--- config.mk ---
export PLATFORM = sky130hd
export DESIGN_NAME = apb_master_arb
export DESIGN_NICKNAME = d
export VERILOG_FILES = /design/src/rtl/apb_master_arb.sv
export SDC_FILE = /design/constraint.sdc
export NUM_CORES = 1
export LEC_CHECK = 0
export BUFFER_PORTS_ARGS = -buffer_cell sky130_fd_sc_hd__buf_2
export CAP_MARGIN = 20
export CORE_UTILIZATION = 48
export DETAILED_ROUTE_END_ITERATION = 16
export PLACE_DENSITY = 0.81
export SLEW_MARGIN = 20
export SYNTH_ARGS = -nofsm -noshare
export SYNTH_HDL_FRONTEND = slang
export SYNTH_SLANG_ARGS = --single-unit
--- constraint.sdc ---
create_clock -name clk -period 2.3 [get_ports clk]
set_input_delay 0.115 -clock clk [delete_from_list [all_inputs] [get_ports clk]]
set_output_delay 0.115 -clock clk [all_outputs]
set_load 0.05 [all_outputs]
--- src/rtl/apb_master_arb.sv ---
// apb_master_arb: two-requester APB master with round-robin arbitration.
//
// Optional feature: define APB_ARB_TIMEOUT_EN to abort an ACCESS phase after
// 16 consecutive cycles with pready low (done and err pulse together).
// Without the macro the master waits in ACCESS indefinitely and err is 0.
//
// Ports:
//   clk        sole clock, rising edge
//   rst        asynchronous active-low reset
//   req[1:0]   per-requester request (bit i = requester i)
//   wr[1:0]    per-requester direction, 1 = write
//   addr       per-requester address, requester i at [i*ADDR_W +: ADDR_W]
//   wdata      per-requester write data, requester i at [i*DATA_W +: DATA_W]
//   done[1:0]  one-cycle completion pulse to the granted requester
//   rdata      read data of the last completed read
//   err        one-cycle pulse with done on an aborted transfer
//   psel, penable, pwrite, paddr, pwdata   registered APB master outputs
//   prdata, pready                         APB slave response
//   dbg_state  current FSM state (IDLE=0, SETUP=1, ACCESS=2)
//
// Requester handshake: a requester raises req[i] with wr/addr/wdata valid and
// holds req[i] until it sees done[i]. The command is captured when the grant
// is issued, so the requester may change wr/addr/wdata afterwards. done[i] is
// the single-cycle acknowledgement; req[i] is ignored in that cycle so a
// requester that drops req on seeing done is never granted twice.
module apb_master_arb #(
  parameter int ADDR_W = 8,
  parameter int DATA_W = 32
) (
  input  logic                  clk,
  input  logic                  rst,
  input  logic [1:0]            req,
  input  logic [1:0]            wr,
  input  logic [2*ADDR_W-1:0]   addr,
  input  logic [2*DATA_W-1:0]   wdata,
  output logic [1:0]            done,
  output logic [DATA_W-1:0]     rdata,
  output logic                  err,
  output logic                  psel,
  output logic                  penable,
  output logic                  pwrite,
  output logic [ADDR_W-1:0]     paddr,
  output logic [DATA_W-1:0]     pwdata,
  input  logic [DATA_W-1:0]     prdata,
  input  logic                  pready,
  output logic [1:0]            dbg_state
);

  localparam logic [1:0] IDLE   = 2'd0;
  localparam logic [1:0] SETUP  = 2'd1;
  localparam logic [1:0] ACCESS = 2'd2;

  logic [1:0] state;
  logic       grant;       // requester owning the current transfer
  logic       last_grant;  // most recently granted requester (lowest priority)
  logic [1:0] eligible;
  logic       any_req;
  logic       next_grant;
  logic       abort;

  assign dbg_state = state;

  // A requester being acknowledged this cycle is not eligible again yet.
  assign eligible = req & ~done;
  assign any_req  = |eligible;

  always_comb begin
    next_grant = 1'b0;
    if (eligible == 2'b11) begin
      next_grant = ~last_grant;
    end else begin
      next_grant = eligible[1];
    end
  end

`ifdef APB_ARB_TIMEOUT_EN
  logic [3:0] tcnt;

  // tcnt counts ACCESS cycles with pready low; the 16th such cycle aborts.
  assign abort = (state == ACCESS) && !pready && (tcnt == 4'd15);

  always_ff @(posedge clk or negedge rst) begin
    if (!rst) begin
      tcnt <= 4'd0;
      err  <= 1'b0;
    end else begin
      err <= abort;
      if (state == SETUP) begin
        tcnt <= 4'd0;
      end else if ((state == ACCESS) && !pready) begin
        tcnt <= tcnt + 4'd1;
      end
    end
  end
`else
  assign abort = 1'b0;
  assign err   = 1'b0;
`endif

  always_ff @(posedge clk or negedge rst) begin
    if (!rst) begin
      state      <= IDLE;
      grant      <= 1'b0;
      last_grant <= 1'b1;  // so requester 0 wins the first contention
      psel       <= 1'b0;
      penable    <= 1'b0;
      pwrite     <= 1'b0;
      paddr      <= '0;
      pwdata     <= '0;
      rdata      <= '0;
      done       <= 2'b00;
    end else begin
      done <= 2'b00;
      case (state)
        IDLE: begin
          if (any_req) begin
            state      <= SETUP;
            grant      <= next_grant;
            last_grant <= next_grant;
            psel       <= 1'b1;
            penable    <= 1'b0;
            pwrite     <= next_grant ? wr[1] : wr[0];
            paddr      <= next_grant ? addr[2*ADDR_W-1:ADDR_W] : addr[ADDR_W-1:0];
            pwdata     <= next_grant ? wdata[2*DATA_W-1:DATA_W] : wdata[DATA_W-1:0];
          end
        end
        SETUP: begin
          state   <= ACCESS;
          penable <= 1'b1;
        end
        ACCESS: begin
          if (pready) begin
            state   <= IDLE;
            psel    <= 1'b0;
            penable <= 1'b0;
            done    <= grant ? 2'b10 : 2'b01;
            if (!pwrite) begin
              rdata <= prdata;
            end
          end else if (abort) begin
            state   <= IDLE;
            psel    <= 1'b0;
            penable <= 1'b0;
            done    <= grant ? 2'b10 : 2'b01;
          end
        end
        default: begin
          state   <= IDLE;
          psel    <= 1'b0;
          penable <= 1'b0;
        end
      endcase
    end
  end

endmodule

==> results.cfg, run 1 <==
[synth]
synth_cell_type_count = 22
ys_ff_latch = 80
synth.avg_cell_area_um2 = 11.4
netlist_instances = 320
seq_area_frac_synth_pct = 54.8
synth_nets = 439
yosys_warnings = 0
syn_area_um2 = 3650

[cells_and_area]
final_layout_size_suffix_gt1_share_pct = 55.2
insertedDiodeCount = 0
utilization_pct = 70.1
area_growth_pct = 40.0
final_cells = 637
nets = 652
fillCellCount = 545

[placement]
place_inst = 600
gp_congestion = 0.769
dp_hpwl_um = 6260
portBuffers = 197

[global_routing]
grt_pass1_wl_um = 14600
grt_overflow_total = 0
grt_max_degree = 81
grt_pass1_vias = 3013
grtUsageTotal_pct = 24.8
antenna_found_initial = 0

[drt]
drtAntennaViolNets = 0
via_per_inst = 4.93
dr.pass1.iters = 4
drc = 0
num_vias = 3139
routedWlPerCell_um = 15.3
drt_iter0_markers = 92
drt_wl_total_um = 9730

[timing]
max_slew_margin_pct = 52.5
hold_viol = 0
fin_crit_ns = 1.70
setup_violations = 0
fmax_mhz = 588
fin_skew_ns = 0.0175
fin_crit_sh_pct = 73.9
rsz0062_at_grt = false
whs_ns = 0.0175
drv_slew = 0
worst_slew_pin_slew_ns = 0.712
finalSetupTns_ns = 0

[worst_hold_path]
hold_path.class = in2reg

[floorplanning]
start_util_pct = 50.1
pin_count = 199
die_w_um = 89.2
fp-row-count = 31
dieArea_um2 = 7960
core_um2 = 7290
die_h_um = 89.2

[clock_network]
clk_latency_ns = 0.35
cts_buffer_depth = 2
cts_setup_buffers = 0
htree_num_levels = 3
cts.sinks = 80
cts.clk_slew.worst_paths_ns = 0.09
numCtsBuffers = 9
cts_tree = done
clockRootBuffer = clkbuf_8

[setup_path]
path_max_fanout = 14
cp-start-kind = register
path_class = reg2reg
critPathCaptureType = register
cpMaxStageDelayCell = and2_1
rrSetupSlack_ns = 0.60
worst_ep_arrival_time_ns = 1.95
path_cells = nor2b_4, and2_1, buf_4, nand2_1, a31oi_2
slowest_delay_ns = 0.50
required_ns = 2.55

[flow_run]
drv_cap = 0

[outcome]
status = finished, final reports clean

[power]
p_leak_nw = 2.47
power_w = 0.00877
power_density_nw_per_um2 = 1720
irDropWorstVdd_mv = 0.957
layout by cell type, fill, tap and decap left out, types with 6 or more instances in the layout:
cell type      synthesis  routed
a31oi_2               39      39
nand2_1               84      84
buf_2                 12     196
dlygate4sd3_1          0      21
dfrtp_1               79      79
mux2_2                32      32
clkbuf_8               0       9
buf_4                  3       6
nor2_1                45      45
final cells by class:
cell class                 count  area (µm²)  share of cell area (%)
clock buffer                   9         124                    2.42
clock inverter                 7         101                    1.98
inverter                       1        3.75                  0.0734
multi-input combinational    215        1470                    28.7
sequential                    80        2000                    39.2
tap                           99         124                    2.42
timing repair buffer         226        1290                    25.2
sequential cells by signal, indices dropped and copies added (netlist names):
name and cells:
dbg_state 1, done 2, grant 1, last_grant 1, paddr 8, penable 1, psel 1, pwdata 32
pwrite 1, rdata 32
cells by family after synthesis:
group | share of synthesized area [%]
flops | 54.8
compound gates | 14.4
other cells | 0.103
buf+inv | 5.14
mux | 10.5
simple gates | 15.0
stage by stage:
stage	setup slack, ns	instance area, µm²
after global placement	0.683	4670
after global routing	0.459	5110
after detailed placement	0.610	4670
after floorplan	0.677	3650
final	0.601	5110
after CTS	0.585	5110
cells in the mapped netlist:
cell	n	share of area, %
dfrtp_1	79	54
nor2b_4	1	0.38
inv_1	1	0.10
nand3b_1	1	0.21
nand3b_4	1	0.55
o21ai_0	2	0.27
nand2_1	84	8.6
nor2_4	1	0.31
nor2b_1	1	0.17
a31oi_1	2	0.34
and2_1	1	0.17
buf_2	12	1.6
mux2_2	32	9.9
buf_6	9	2.8
conb_1	1	0.10
a31oi_2	39	13
o21a_1	1	0.21
dfstp_2	1	0.72
buf_4	3	0.62
a21o_1	1	0.21
nor2_1	45	4.6
mux2_1	2	0.62
layer usage:
| metal | global-route usage (%) | vias up | wire [µm] |
|---|---|---|---|
| met3 | 6.46 | 24 | 727 |
| met5 | 0 | - | 0 |
| met4 | 12.8 | 0 | 279 |
| met2 | 42.3 | 130 | 4940 |
| met1 | 28.7 | 1480 | 3780 |
| li1 | - | 1505 | - |
critical path, delay by kind of cell (launching register included):
kind	cells	cell delay [ns]
AND/OR/NAND/NOR	3	0.73
buffers and inverters	1	0.28
flip-flops	1	0.42
AO/OA/AOI/OAI	1	0.18
repair_timing:
item / CTS / global route
resized for setup: 0 / 0
endpoints found under the hold margin: 99 / 0
hold buffers: 21 / 0
endpoints found under the setup margin: 0 / 0
final timing paths:
kind,cells after the start,from,to
min,2,prdata[23],rdata[23]$_DFFE_PN0P_
max in group asynchronous,2,rst,rdata[21]$_DFFE_PN0P_
max,5,done[1]$_DFF_PN0_,pwdata[10]$_DFFE_PN0P_
min reg2reg,1,grant$_DFFE_PN0P_,done[0]$_DFF_PN0_
max reg2reg,5,done[1]$_DFF_PN0_,pwdata[10]$_DFFE_PN0P_
min in group asynchronous,2,rst,paddr[4]$_DFFE_PN0P_
where the power goes:
| group | switching (W) | total, W | internal [W] | leakage (nW) |
|---|---|---|---|---|
| clock | 0.000535 | 0.00116 | 0.000621 | 0.106 |
| sequential | 0.000387 | 0.00250 | 0.00211 | 0.931 |
| combinational | 0.00372 | 0.00512 | 0.00140 | 1.44 |
No activity file was read; power rests on OpenSTA's default activity.
==> run 2: changes to the inputs <==
Settings changed: ABC_AREA set to 1, CORE_UTILIZATION 48 to 46, PLACE_DENSITY 0.81 to 0.77.
Clock period 2.3 ns to 1.6 ns, I/O delays scaled along.
==> run 2 against run 1 <==
Effect of this change: the run now ends with DRC left; sequential share of layout area is 2.8 points lower; critical endpoint is now grant$_DFFE_PN0P_; register-to-register slack worse by 0.34 ns; critical path depth is 1 higher; non-clock buffer count is 18 higher; cell count is 35% higher; critical path type unchanged; core utilization is 2.8 points lower; final area is 7.7% higher.
==> results.cfg, run 2 <==
[synth]
async_reset_ff_share_pct = 100
synth_ff_type = dfrtp_1
netlist_instances = 525
synth_edf_count = 0
synth_nets = 644
synth_cell_type_count = 15
syn_area_um2 = 3870
yosys-top-cells-count = 196 x nand2_1, 115 x nand3_1, 87 x inv_1, 79 x dfrtp_1, 19 x buf_2
post-synth-top-count-cell = nand2_1
synth_area_leader_cell = dfrtp_1
ys_top_cells_by_area = dfrtp_1 51%, nand2_1 19%, nand3_1 15%
seq_area_frac_synth_pct = 51.8
yosys_warnings = 0
synth.avg_cell_area_um2 = 7.37
ys_ff_latch = 80
synth_top_area_share_pct = 51.1

[clock_network]
clockRootBuffer = clkbuf_8
cts.clk_slew.worst_paths_ns = 0.07
cts_buffer_depth = 2
clk_latency_ns = 0.34
numCtsBuffers = 9
htree_num_levels = 3
ctsHoldBuffers = 30
cts_tree = done
cts.sinks = 80
cts_setup_buffers = 0
cts-resized-gates = 0

[power]
irDropWorstVdd_mv = 1.02
power_density_nw_per_um2 = 2190
p_leak_nw = 3.43

[cells_and_area]
stdcell_area_um2 = 5510
fillCellCount = 688
final_cells = 859
final_cell_mix = 196 x nand2_1, 196 x buf_2, 115 x nand3_1
reg_top3 = pwdata: 32 flops, rdata: 32 flops, paddr: 8 flops
utilization_pct = 67.4
nets = 868
area_growth_pct = 42.3
final_layout_size_suffix_gt1_share_pct = 31.6
insertedDiodeCount = 0

[timing]
layout_setup_ws_ns = 0.260
fin_crit_sh_pct = 83.8
rsz0062_at_grt = false
hold_viol = 0
drv_slew = 0
fin_skew_ns = 0.0105
fin_crit_ns = 1.34
setup_violations = 0
fmax_mhz = 746
finalSetupTns_ns = 0

[drt]
drt_wl_total_um = 11000
routedWlPerCell_um = 12.8
drc = 2
drt_iter0_markers = 128
dr.pass1.iters = 11
via_per_inst = 4.81
drtAntennaViolNets = 0
num_vias = 4129

[setup_path]
r2r_end = grant$_DFFE_PN0P_
rrSetupSlack_ns = 0.26
worst_ep_arrival_time_ns = 1.60
required_ns = 1.86
cp-startpoint = penable$_DFFE_PN0P_
path_class = reg2reg
path_max_fanout = 21
cp-start-kind = register
r2r_start = penable$_DFFE_PN0P_
critPathCaptureType = register
worstRegToRegCells = 6

[global_routing]
grt_max_degree = 40
grtUsageTotal_pct = 25.8
antenna_found_initial = 0
grt_pass1_wl_um = 17500
grt_pass1_vias = 3832
grt_overflow_total = 0

[floorplanning]
fp-row-count = 33
core_um2 = 8180
dieArea_um2 = 8780
die_w_um = 93.7
pin_count = 199
die_h_um = 93.7
start_util_pct = 47.3

[placement]
portBuffers = 197
dp_hpwl_um = 7570
place_area_um2 = 5010
gp_congestion = 0.805
dp_worst_setup_slack_ns = 0.268
place_inst = 812

[worst_hold_path]
hold_path.class = in2reg
hold_depth = 3
hp-start = prdata[28]
holdPathEnd = rdata[28]$_DFFE_PN0P_

[flow_run]
drv_cap = 0

[outcome]
status = finished, violations left
failed_checks = DRC
## run 2: cell count changes after synthesis, moves of 32 or more
cell,previous run,this run
mux2_2,32,0
nand3_1,0,115
nor2_1,45,4
nand2_1,84,196
a31oi_2,39,0
inv_1,1,87
## run 2: through the flow
stage	power (W)	hold slack (ns)
floorplan	0.00873	-0.216
global placement	0.0104	0.0507
detailed placement	0.0106	0.0592
CTS	0.0121	0.00310
global route	0.0128	0.0144
finish	0.0121	0.0176
## run 2: worst max-delay path by stage
| stage | end | slack (ns) | cells past startpoint |
|---|---|---|---|
| after global routing | grant$_DFFE_PN0P_ | 0.15 | 6 |
| after detailed placement | grant$_DFFE_PN0P_ | 0.27 | 6 |
| after global placement | pwdata[24]$_DFFE_PN0P_ | 0.35 | 6 |
| after floorplan | rdata[0]$_DFFE_PN0P_ | 0.07 | 6 |
| final | grant$_DFFE_PN0P_ | 0.26 | 6 |
| after CTS | grant$_DFFE_PN0P_ | 0.24 | 6 |
## run 2: cells by family (layout without fill, tap and decap cells)
kind of cell	count (synthesis)	after routing	share of synthesized area [%]
AND/OR/NAND/NOR	316	316	34.4
buffers and inverters	123	352	12.7
flip-flops	80	80	51.8
AO/OA/AOI/OAI	5	5	0.938
other	1	1	0.0969
## run 2: report_power, final
part	internal (W)	switching, W	total [W]
clock network	0.000713	0.000693	0.00141
logic	0.00166	0.00546	0.00713
registers	0.00299	0.000532	0.00353
## run 2: critical path, stage by stage (launching register included)
cell and delay [ns]:
dfrtp_1 0.41, inv_2 0.10, nand2_1 0.10, a21oi_4 0.18
buf_4 0.28, nand2_1 0.10, o21ai_0 0.09
## run 2: routing by layer
metal | global-route usage [%] | share of wire (%)
met4 | 9.23 | 1.7
met3 | 5.18 | 7.4
met2 | 44.3 | 48
met5 | 0 | 0
met1 | 32.1 | 43
## run 2: layout make-up
class                      instances  area (µm²)  area share [%]
tap                              105         131            2.39
clock buffer                      10         128            2.32
multi-input combinational        322        1380            25.1
inverter                          92         345            6.27
sequential                        80        2000            36.4
clock inverter                     6        60.1            1.09
timing repair buffer             244        1460            26.4
